`src/rtl/rv_muldiv.sv`:
```
// Iterative RV32M multiply/divide unit: one shift-add or restoring-divide step per
// CALC cycle, sign fix-up in FIX, result held in DONE until the consumer takes it.
module rv_muldiv #(
  parameter int XLEN = 32
) (
  input  logic            clk,
  input  logic            reset,
  input  logic            in_valid,
  output logic            in_ready,
  input  logic [2:0]      in_op,
  input  logic [4:0]      in_rd,
  input  logic [XLEN-1:0] in_s1,
  input  logic [XLEN-1:0] in_s2,
  input  logic            flush,
  output logic            out_valid,
  input  logic            out_ready,
  output logic [4:0]      out_rd,
  output logic [XLEN-1:0] out_d,
  output logic            busy
);

  localparam int CW = $clog2(XLEN) + 1;

  typedef enum logic [1:0] {IDLE, CALC, FIX, DONE} state_t;

  state_t              state_q, state_d;
  logic [2:0]          op_q, op_d;
  logic [4:0]          rd_q, rd_d;
  logic [CW-1:0]       cnt_q, cnt_d;
  logic [2*XLEN-1:0]   acc_q, acc_d;
  logic [XLEN-1:0]     b_q, b_d;
  logic [XLEN-1:0]     res_q, res_d;
  logic                sa_q, sa_d, sb_q, sb_d;

  // accept-time operand decode
  logic            acc_en, is_div, s1_sgn, s2_sgn, a_neg, b_neg, div0, ovf;
  logic [XLEN-1:0] a_mag, b_mag, fast_res;

  always_comb begin
    acc_en   = in_valid && (state_q == IDLE) && !flush;
    is_div   = in_op[2];
    s1_sgn   = (in_op == 3'd1) || (in_op == 3'd2) || (is_div && !in_op[0]);
    s2_sgn   = (in_op == 3'd1) || (is_div && !in_op[0]);
    a_neg    = s1_sgn && in_s1[XLEN-1];
    b_neg    = s2_sgn && in_s2[XLEN-1];
    a_mag    = a_neg ? -in_s1 : in_s1;
    b_mag    = b_neg ? -in_s2 : in_s2;
    div0     = is_div && (in_s2 == '0);
    ovf      = is_div && !in_op[0] && (in_s1 == {1'b1, {(XLEN-1){1'b0}}}) && (&in_s2);
    fast_res = div0 ? (in_op[1] ? in_s1 : '1) : (in_op[1] ? '0 : in_s1);
  end

  // one iteration step; acc holds {hi, lo} = {partial product, multiplier}
  // for multiply and {remainder, quotient/dividend} for divide
  logic [XLEN:0]     mul_sum, div_sh, div_trial;
  logic [2*XLEN-1:0] mul_nxt, div_nxt;

  always_comb begin
    mul_sum   = {1'b0, acc_q[2*XLEN-1:XLEN]} + (acc_q[0] ? {1'b0, b_q} : '0);
    mul_nxt   = {mul_sum, acc_q[XLEN-1:1]};
    div_sh    = {acc_q[2*XLEN-1:XLEN], acc_q[XLEN-1]};
    div_trial = div_sh - {1'b0, b_q};
    if (!div_trial[XLEN])
      div_nxt = {div_trial[XLEN-1:0], acc_q[XLEN-2:0], 1'b1};
    else
      div_nxt = {div_sh[XLEN-1:0], acc_q[XLEN-2:0], 1'b0};
  end

  // sign fix-up and result select
  logic [2*XLEN-1:0] prod;
  logic [XLEN-1:0]   quo, rem, fix_res;

  always_comb begin
    prod = (sa_q ^ sb_q) ? -acc_q : acc_q;
    quo  = (sa_q ^ sb_q) ? -acc_q[XLEN-1:0] : acc_q[XLEN-1:0];
    rem  = sa_q ? -acc_q[2*XLEN-1:XLEN] : acc_q[2*XLEN-1:XLEN];
    if (op_q[2])
      fix_res = op_q[1] ? rem : quo;
    else
      fix_res = (op_q == 3'd0) ? prod[XLEN-1:0] : prod[2*XLEN-1:XLEN];
  end

  always_comb begin
    state_d = state_q;
    op_d    = op_q;
    rd_d    = rd_q;
    cnt_d   = cnt_q;
    acc_d   = acc_q;
    b_d     = b_q;
    res_d   = res_q;
    sa_d    = sa_q;
    sb_d    = sb_q;
    if (flush) begin
      state_d = IDLE;
      cnt_d   = '0;
    end else begin
      case (state_q)
        IDLE: if (acc_en) begin
          op_d  = in_op;
          rd_d  = in_rd;
          sa_d  = a_neg;
          sb_d  = b_neg;
          cnt_d = '0;
          acc_d = {{XLEN{1'b0}}, (is_div ? a_mag : b_mag)};
          b_d   = is_div ? b_mag : a_mag;
          if (div0 || ovf) begin
            res_d   = fast_res;
            state_d = DONE;
          end else begin
            state_d = CALC;
          end
        end
        CALC: begin
          acc_d = op_q[2] ? div_nxt : mul_nxt;
          cnt_d = cnt_q + 1'b1;
          if (cnt_q == CW'(XLEN - 1)) begin
            state_d = FIX;
            cnt_d   = '0;
          end
        end
        FIX: begin
          res_d   = fix_res;
          state_d = DONE;
        end
        DONE: if (out_ready) state_d = IDLE;
        default: state_d = IDLE;
      endcase
    end
  end

  always_ff @(posedge clk or posedge reset) begin
    if (reset) begin
      state_q <= IDLE;
      op_q    <= '0;
      rd_q    <= '0;
      cnt_q   <= '0;
      acc_q   <= '0;
      b_q     <= '0;
      res_q   <= '0;
      sa_q    <= 1'b0;
      sb_q    <= 1'b0;
    end else begin
      state_q <= state_d;
      op_q    <= op_d;
      rd_q    <= rd_d;
      cnt_q   <= cnt_d;
      acc_q   <= acc_d;
      b_q     <= b_d;
      res_q   <= res_d;
      sa_q    <= sa_d;
      sb_q    <= sb_d;
    end
  end

  assign in_ready  = (state_q == IDLE);
  assign busy      = (state_q != IDLE);
  assign out_valid = (state_q == DONE);
  assign out_d     = res_q;
  assign out_rd    = rd_q;

endmodule

```
`config.mk`:
```
export PLATFORM = sky130hd
export DESIGN_NAME = rv_muldiv
export DESIGN_NICKNAME = d
export VERILOG_FILES = /design/src/rtl/rv_muldiv.sv
export SDC_FILE = /design/constraint.sdc
export NUM_CORES = 1
export LEC_CHECK = 0
export CAP_MARGIN = 5
export CELL_PAD_IN_SITES_DETAIL_PLACEMENT = 2
export CELL_PAD_IN_SITES_GLOBAL_PLACEMENT = 2
export CORE_MARGIN = 3
export CORE_UTILIZATION = 35
export DETAILED_ROUTE_END_ITERATION = 8
export GPL_TIMING_DRIVEN = 0
export PLACE_DENSITY = 0.81
export SYNTH_ARGS = -nofsm -noshare
export SYNTH_HDL_FRONTEND = slang
export SYNTH_SLANG_ARGS = --single-unit
```
`constraint.sdc`:
```
create_clock -name clk -period 4.9 [get_ports clk]
set_input_delay 0.49 -clock clk [delete_from_list [all_inputs] [get_ports clk]]
set_output_delay 0.49 -clock clk [all_outputs]
set_load 0.1 [all_outputs]
```
==> results of run 1 <==
## worst max-delay path, delay by kind of cell (launching register included)
family / cells / cell delay, ns
adder cells (fa/ha/maj): 1 / 0.42
AO/OA/AOI/OAI: 6 / 1.72
flip-flops: 1 / 0.60
buffers and inverters: 2 / 0.84
AND/OR/NAND/NOR: 3 / 0.94
## worst paths after layout
kind / to / from / cells past startpoint / slack (ns)
max: acc_q[61] / acc_q[46] / 12 / 0.21
min: cnt_q[5] / reset / 2 / 0.41
max reg2reg: acc_q[61] / acc_q[46] / 12 / 0.21
min reg2reg: out_d[31] / out_d[31] / 1 / 0.48
max in group asynchronous: acc_q[53] / reset / 3 / 3.59
min in group clk: cnt_q[1] / flush / 2 / 0.41
## layout make-up
class	instances	area (µm²)
sequential	146	3654
multi-input combinational	1726	10870
inverter	77	296.5
clock inverter	14	186.4
fill	5171	25300
tap	585	732.0
buffer	149	579.3
timing repair buffer	111	1129
clock buffer	18	429.2
## what timing repair did
| action | CTS | global route |
|---|---|---|
| endpoints found under the setup margin | 3 | 24 |
| cloned | 0 | 0 |
| gates resized for setup | 1 | 7 |
## placed cells by master (no fill, tap or decap), types with 27 or more instances in the layout
cell type / instances
sky130_fd_sc_hd__nand2_1: 236
sky130_fd_sc_hd__nor2_1: 219
sky130_fd_sc_hd__o21ai_0: 195
sky130_fd_sc_hd__a21oi_1: 192
sky130_fd_sc_hd__dfrtp_1: 146
sky130_fd_sc_hd__clkbuf_1: 128
sky130_fd_sc_hd__clkdlybuf4s50_1: 110
sky130_fd_sc_hd__xnor2_1: 96
sky130_fd_sc_hd__xor2_1: 88
sky130_fd_sc_hd__inv_1: 75
sky130_fd_sc_hd__ha_1: 74
sky130_fd_sc_hd__nor3_1: 52
sky130_fd_sc_hd__a211oi_1: 51
sky130_fd_sc_hd__mux2i_1: 34
sky130_fd_sc_hd__o31ai_1: 32
sky130_fd_sc_hd__o21ai_1: 32
sky130_fd_sc_hd__a21o_1: 31
sky130_fd_sc_hd__nand3_1: 28
sky130_fd_sc_hd__mux2_2: 27
## registers in the layout, indices dropped and copies added, names as in the netlist
signal and flops:
out_rd 5, cnt_q 6, b_q 32, op_q 3, out_d 32, acc_q 64
state_q 2, sb_q 1, sa_q 1
## routing by layer
metal	vias up	GRT usage	routed length (µm)
met1	9165	0.4421	34180
li1	7853	-	-
met5	-	0	0
met2	601	0.5618	37350
met4	0	0.1403	3739
met3	164	0.05111	4623
## cells by family (layout without fill, tap and decap cells)
| group | Yosys count | in the layout |
|---|---|---|
| AO/OA/AOI/OAI | 722 | 722 |
| XOR/XNOR | 184 | 184 |
| buffers and inverters | 226 | 369 |
| flip-flops | 146 | 146 |
| multiplexers | 61 | 61 |
| AND/OR/NAND/NOR | 683 | 683 |
| adder cells (fa/ha/maj) | 76 | 76 |
## report_power, final
part,switching [mW],leakage [nW],internal (mW)
Clock,0.690,0.300,0.778
Combinational,7.58,4.99,3.28
Sequential,0.700,1.88,1.71
==> impl_results.md, run 1 <==
* Total placed cells including tap cells at 2,794
* RSZ-0062 raised after global routing: false
* Final ANT Viol Nets at 0
* Cell variety after synth at 79
* Buffer count from post-CTS setup fixing at 0
* Async S/R FF share, synth at 1.000
* Max Transition Viols Final at 0
* Top cell type's share of synthesized area at 0.2379
* Relative slew margins at 0.1094
* H-Tree Depth at 4
* Pin slew with the least headroom to its limit at about 1.3 ns
* Cell types occupying the most area after synthesis: sky130_fd_sc_hd__dfrtp_1 24%, sky130_fd_sc_hd__o21ai_0 6.4%, sky130_fd_sc_hd__a21oi_1 6.3%
* Post-Synthesis Mean Instance Area at 7.319 µm²
* Power density over cell area at a little over 800 nW/µm²
* Min Hold Slack at 0.4070 ns
* Required @ worst endpoint at 5.25 ns
* Die X-Extent at 215.5 µm
* Largest net degree at the start of global routing at around 100
* Post-detailed-route DRC marker count at 0
* Largest family of logic cells by synthesized area: compound AO/OA/AOI/OAI gates
* Antenna violations before repair at 0
* Synthesized netlist net count at 2,251
* Ant. Diodes at 0
* Commonest cells post-synth: 236 x sky130_fd_sc_hd__nand2_1, 220 x sky130_fd_sc_hd__nor2_1, 197 x sky130_fd_sc_hd__o21ai_0
* Post-layout power at 14.74 mW
* Insertion delay to the later sink of the worst-skew pair at around 0.50 ns
* Drt first pass iters at 5
* Highest ir drop seen on vdd at 0.3428 mV
* Starting density of the core at 0.3557
* Detail-routed net length per standard cell at 28.27 µm
* Final hold vios at 0
* Number of global-route vias before repair at 18.62k
* Post-synthesis mux area share at 0.04196
* Post-synthesis share of cell area spent on xor and xnor gates at 0.1049
* Synth warn at 0
* Vias post-DR at 17.78k
* Post-Route WL at 79,890 µm
* Clock transition at the register clock pins on the worst setup and hold paths after CTS at 0.08 ns
* CP max stage delay at 0.64 ns
* Worst setup EP type: flop
* Aggregate global routing overflow at 0
* Most common flop cell mapped by yosys: sky130_fd_sc_hd__dfrtp_1
* Weighted congestion reported at the end of routability-driven placement at 0.9724
* Drt initial violations at 1,593
* Area post-placement at 17,220 µm²
* Quantity of hold-fixing buffers added after cts at 0
* Maximum clock skew at final layout at between 0.01 and 0.015 ns
* Global-route wire length before repair at 119,500 µm
* Min Clock Period, post-route at roughly 4.7 ns
* EDFF count, synth at 0
* Cell taking the most area after synthesis: sky130_fd_sc_hd__dfrtp_1
* Core occupancy in the finished layout at 0.4140
* Count of placed standard cells in the final layout, fillers left out at roughly 2.8k
* Sequential area share after synthesis at 0.2379
* Clock buffer count from CTS at 17
* Worst Setup Path Type: flop to flop
* Worst slack after detailed placement at -0.05560 ns
* Vias per cell at about 6.3
* Post-synthesis instance area at about 15,000 µm²
* Number of flip-flops and latches in the synthesized netlist at approximately 150
* Clock tree from TritonCTS: done
* Boundary Pins at 117
* Post-Syn Instances at 2,098
* Outcome: finished clean
* Setup-violating endpoint count in the final report at 0
* Area Overhead vs Synth at 16.39%
* Leakage at 7.169 nW
* Die Outline Area at 46,420 µm²
* Area fraction in and, or, nand and nor cells after synthesis at 0.2048
* Highest-delay cell along the critical path: sky130_fd_sc_hd__nor2_2
* Worst Setup Start Kind: flop
* Clock Root Buffer: sky130_fd_sc_hd__clkbuf_16
* Adder-cell area share of the yosys netlist at 0.06290
* Class of the worst hold path: primary input to async pin
* HPWL after DPL at 64,250 µm
* Maximum operating frequency at 213.1 MHz
* Data arrival at the endpoint of the critical path at 5.05 ns
* Y dimension of the die at 215.5 µm
* Summed negative setup slack over all endpoints at 0 ns
* Largest driver fanout on the critical path at 10
* Max clock buf depth at 2
* Number of rows in the core area at 76
* Num Clock Sinks at 146
* Final net count at 2,381
* Share of cells above drive strength 1 at 0.04328
* Global router's overall resource usage at 0.3388
* Final design instance area without fill at between 15,000 and 20,000 µm²
* Buffers on Ports at 110
* Series of cell instances along the critical path: ha_1, clkbuf_1, nand2_1, o31ai_1, nand3_1, a211oi_1, a221o_1, o41ai_2, nor2_2, buf_2, a2bb2oi_1, o211ai_1
* Share of the clock period used by the worst path after layout at 0.9575
* Complex-gate fraction of the synthesized area at 0.2910
* Count leader, synth: sky130_fd_sc_hd__nand2_1
* Worst Setup Slack, final at between 0.2 and 0.25 ns
* Max-cap violation count at 0
* Core area at 43,170 µm²
(Power assumes the default switching activity.)
==> inputs of run 2 (changes only) <==
--- a/config.mk
+++ b/config.mk
@@ -5,14 +5,15 @@
 export SDC_FILE = /design/constraint.sdc
 export NUM_CORES = 1
 export LEC_CHECK = 0
+export ABC_AREA = 1
 export CAP_MARGIN = 5
 export CELL_PAD_IN_SITES_DETAIL_PLACEMENT = 2
 export CELL_PAD_IN_SITES_GLOBAL_PLACEMENT = 2
 export CORE_MARGIN = 3
-export CORE_UTILIZATION = 35
+export CORE_UTILIZATION = 32
 export DETAILED_ROUTE_END_ITERATION = 8
 export GPL_TIMING_DRIVEN = 0
-export PLACE_DENSITY = 0.81
+export PLACE_DENSITY = 0.82
 export SYNTH_ARGS = -nofsm -noshare
 export SYNTH_HDL_FRONTEND = slang
 export SYNTH_SLANG_ARGS = --single-unit
==> constraint.sdc (replaced) <==
create_clock -name clk -period 5.22 [get_ports clk]
set_input_delay 0.522 -clock clk [delete_from_list [all_inputs] [get_ports clk]]
set_output_delay 0.522 -clock clk [all_outputs]
set_load 0.1 [all_outputs]
==> run 2 against run 1 <==
Count of clock-buffer cells in the layout down 1. Fmax up 20%. Largest power group unchanged. Synthesized cell count up 70%. Die area up 36%. Clock skew up 0.020 ns. Wire length up 44%. Cell area up 23%. Global-route usage up 2.2 points. Non-clock buffer count down 10. First-iteration DRC count up 44%. Hold slack worse by 0.025 ns.
==> impl_results.md, run 2 <==
* Y dimension of the die at 251.4 µm (was 215.5 µm)
* Async S/R FF share, synth at 1.000 (unchanged)
* Buffer count from post-CTS setup fixing at 0 (unchanged)
* Post-detailed-route DRC marker count at 0 (unchanged)
* Number of rows in the core area at 89 (was 76)
* Worst Setup Path Type: flop to flop (unchanged)
* Post-Syn Instances at 3,563 (was 2,098)
* Pin slew with the least headroom to its limit at 1.079 ns (was 1.325 ns)
* Maximum clock skew at final layout at 0.03159 ns (was 0.01170 ns)
* Die Outline Area at 63,210 µm² (was 46,420 µm²)
* Vias per cell at 5.665 (was 6.293)
* Clock buffer count from CTS at 17 (unchanged)
* Series of cell instances along the critical path: buf_2, clkbuf_1, nand2_1, inv_1, ha_1, inv_1, fa_1, inv_1, nand2_1, o21ai_0, inv_1, o21ai_0, xor2_1, o21ai_0, nand3b_1, nand2_1 (was ha_1, clkbuf_1, nand2_1, o31ai_1, nand3_1, a211oi_1, a221o_1, o41ai_2, nor2_2, buf_2, a2bb2oi_1, o211ai_1)
* Highest-delay cell along the critical path: sky130_fd_sc_hd__o21ai_0 (was sky130_fd_sc_hd__nor2_2)
* Register bank with the most flops: acc_q (unchanged)
* Area Overhead vs Synth at 14.40% (was 16.39%)
* Worst Setup Slack, final at 1.294 ns (was 0.2083 ns)
* Worst slack after detailed placement at 1.422 ns (was -0.05560 ns)
* Clock Root Buffer: sky130_fd_sc_hd__clkbuf_16 (unchanged)
* Max clock buf depth at 2 (unchanged)
* Min Hold Slack at 0.3817 ns (was 0.4070 ns)
* Most used cells in the layout excluding fill and tap cells: 1,282 x sky130_fd_sc_hd__nand2_1, 496 x sky130_fd_sc_hd__inv_1, 394 x sky130_fd_sc_hd__nor2_1 (was 236 x sky130_fd_sc_hd__nand2_1, 219 x sky130_fd_sc_hd__nor2_1, 195 x sky130_fd_sc_hd__o21ai_0)
* Aggregate global routing overflow at 0 (unchanged)
* Num Clock Sinks at 146 (unchanged)
* Global-route wire length before repair at 171,000 µm (was 119,500 µm)
* Cell types occupying the most area after synthesis: sky130_fd_sc_hd__nand2_1 25%, sky130_fd_sc_hd__dfrtp_1 19%, sky130_fd_sc_hd__nand3_1 10% (was sky130_fd_sc_hd__dfrtp_1 24%, sky130_fd_sc_hd__o21ai_0 6.4%, sky130_fd_sc_hd__a21oi_1 6.3%)
* Detail-routed net length per standard cell at 25.69 µm (was 28.27 µm)
* Global router's overall resource usage at 0.3607 (was 0.3388)
* Largest driver fanout on the critical path at 10 (unchanged)
* Share of cells above drive strength 1 at 0.03421 (was 0.04328)
* Insertion delay to the later sink of the worst-skew pair at 0.52 ns (was 0.50 ns)
* Min Clock Period, post-route at 3.926 ns (was 4.692 ns)
* Post-layout power at 16.59 mW (was 14.74 mW)
* Drt first pass iters at 5 (unchanged)
* Antenna violations before repair at 0 (unchanged)
* CP max stage delay at 0.59 ns (was 0.64 ns)
* Worst setup EP type: flop (unchanged)
* Leakage at 11.71 nW (was 7.169 nW)
* Most frequent standard cell in the layout excluding fill and tap cells: sky130_fd_sc_hd__nand2_1 (unchanged)
* Buffers on Ports at 116 (was 110)
* Flip-flop count of the largest register after layout at 64 (unchanged)
* Resized Gates After CTS at 0 (was 1)
* Outcome: finished clean (unchanged)
* Number of global-route vias before repair at 26.66k (was 18.62k)
* Clock transition at the register clock pins on the worst setup and hold paths after CTS at 0.07 ns (was 0.08 ns)
* HPWL after DPL at 95,080 µm (was 64,250 µm)
* Data arrival at the endpoint of the critical path at 4.31 ns (was 5.05 ns)
* Max Transition Viols Final at 0 (unchanged)
* Final net count at 3,852 (was 2,381)
* Maximum operating frequency at 254.7 MHz (was 213.1 MHz)
* Final hold vios at 0 (unchanged)
* Required @ worst endpoint at 5.61 ns (was 5.25 ns)
* Synth warn at 0 (unchanged)
* Quantity of hold-fixing buffers added after cts at 0 (unchanged)
* Internal reg-to-reg setup slack at 1.29 ns (was 0.21 ns)
* Count leader, synth: sky130_fd_sc_hd__nand2_1 (unchanged)
* Class of the worst hold path: primary input to async pin (unchanged)
* Max-cap violation count at 0 (unchanged)
* Starting density of the core at 0.3247 (was 0.3557)
* Post-Route WL at 115,200 µm (was 79,890 µm)
* Final ANT Viol Nets at 0 (unchanged)
* Highest ir drop seen on vdd at 0.4718 mV (was 0.3428 mV)
* Cell taking the most area after synthesis: sky130_fd_sc_hd__nand2_1 (was sky130_fd_sc_hd__dfrtp_1)
* Cell variety after synth at 52 (was 79)
* Commonest cells post-synth: 1,282 x sky130_fd_sc_hd__nand2_1, 497 x sky130_fd_sc_hd__inv_1, 394 x sky130_fd_sc_hd__nor2_1 (was 236 x sky130_fd_sc_hd__nand2_1, 220 x sky130_fd_sc_hd__nor2_1, 197 x sky130_fd_sc_hd__o21ai_0)
* Number of flip-flops and latches in the synthesized netlist at 146 (unchanged)
* Relative slew margins at 0.2810 (was 0.1094)
* Most common flop cell mapped by yosys: sky130_fd_sc_hd__dfrtp_1 (unchanged)
* Drt initial violations at 2,294 (was 1,593)
* Ant. Diodes at 0 (unchanged)
* Power density over cell area at 752.2 nW/µm² (was 824.9 nW/µm²)
* Setup-violating endpoint count in the final report at 0 (unchanged)
* Die X-Extent at 251.4 µm (was 215.5 µm)
* Weighted congestion reported at the end of routability-driven placement at 0.9873 (was 0.9724)
* EDFF count, synth at 0 (unchanged)
* Synthesized netlist net count at 3,716 (was 2,251)
* Largest net degree at the start of global routing at 115 (was 104)
* H-Tree Depth at 4 (unchanged)
* Boundary Pins at 117 (unchanged)
* Share of the clock period used by the worst path after layout at 0.7521 (was 0.9575)
* Core area at 59,350 µm² (was 43,170 µm²)
* Clock tree from TritonCTS: done (unchanged)
* Worst Setup Start Kind: flop (unchanged)
* Top cell type's share of synthesized area at 0.2497 (was 0.2379)
* Post-Synthesis Mean Instance Area at 5.410 µm² (was 7.319 µm²)
* Gate family responsible for the most delay along the worst path: compound AO/OA/AOI/OAI gates (unchanged)
* Sequential area share after synthesis at 0.1895 (was 0.2379)
* RSZ-0062 raised after global routing: false (unchanged)
* Critical path buffer and inverter count at 6 (was 2)
* Vias post-DR at 25.41k (was 17.78k)
* Top cell by count, worst path: sky130_fd_sc_hd__inv_1
* Post-synthesis instance area at 19,270 µm² (was 15,360 µm²)
* Core occupancy in the finished layout at 0.3715 (was 0.4140)
==> run 2: changes by cell type after synthesis, sizes merged, moves of 31 or more <==
cell and delta:
nand2 +1051, inv +431, nand3 +368, nor2 +185
xnor2 -79, clkbuf -58, o21ai -56, a211oi -52
buf +42, mux2i -34, o31ai -31
==> run 2: cell families after synthesis <==
logic type                 synth area share
AOI/OAI and AO/OA                    0.1226
xor gates and xnor gates            0.03531
adders and majority gates           0.05011
buffers and inverters                0.1294
DFF                                  0.1895
and+or+nand+nor                      0.4731
==> run 2: power breakdown <==
part	internal [mW]	total, mW	leakage, nW	switching [mW]
clock	0.728	1.39	0.297	0.666
combinational	3.31	12.8	9.57	9.47
sequential	1.59	2.42	1.84	0.822
total	5.63	16.6	11.7	11.0
==> run 2: per-stage QoR <==
| step | std cells | cell area, µm² | setup TNS, ns |
|---|---|---|---|
| after global routing | 4485 | 22050 | 0 |
| after CTS | 4485 | 22050 | 0 |
| after detailed placement | 4453 | 21440 | 0 |
| after global placement | 4452 | 21400 | -289.60 |
| final | 4485 | 22050 | 0 |
| after floorplan | 3563 | 19270 | 0 |
==> run 2: worst register-to-register path, cell delays in order, from the launching register on <==
cell	delay, ns
sky130_fd_sc_hd__dfrtp_1	0.32
sky130_fd_sc_hd__buf_2	0.22
sky130_fd_sc_hd__clkbuf_1	0.39
sky130_fd_sc_hd__nand2_1	0.11
sky130_fd_sc_hd__inv_1	0.08
sky130_fd_sc_hd__ha_1	0.19
sky130_fd_sc_hd__inv_1	0.09
sky130_fd_sc_hd__fa_1	0.39
sky130_fd_sc_hd__inv_1	0.10
sky130_fd_sc_hd__nand2_1	0.07
sky130_fd_sc_hd__o21ai_0	0.59
sky130_fd_sc_hd__inv_1	0.08
sky130_fd_sc_hd__o21ai_0	0.43
sky130_fd_sc_hd__xor2_1	0.17
sky130_fd_sc_hd__o21ai_0	0.36
sky130_fd_sc_hd__nand3b_1	0.17
sky130_fd_sc_hd__nand2_1	0.06
==> run 2: cell type report <==
cell class | count | area (µm²)
buffer | 133 | 586.8
inverter | 508 | 1914
clock inverter | 15 | 187.7
sequential | 146 | 3654
fill | 7834 | 37300
tap | 773 | 967.2
clock buffer | 17 | 425.4
multi-input combinational | 2776 | 13130
timing repair buffer | 117 | 1189
==> run 2: worst paths after layout <==
check,startpoint,to,depth (start not counted)
worst min register to register,out_rd[4],out_rd[4],2
max in group asynchronous,reset,b_q[8],3
worst min-delay path,reset,cnt_q[2],2
min in group clk,out_rd[4],out_rd[4],2
worst max register to register,acc_q[0],acc_q[39],16
worst max-delay path,acc_q[0],acc_q[39],16
==> run 2: routing by layer <==
| layer | routed length [µm] | track usage | vias to the layer above |
|---|---|---|---|
| li1 | - | - | 11500 |
| met1 | 48970 | 0.4645 | 12680 |
| met2 | 52330 | 0.5898 | 911 |
| met3 | 6831 | 0.04969 | 312 |
| met4 | 7075 | 0.1895 | 0 |
| met5 | 0 | 0 | - |
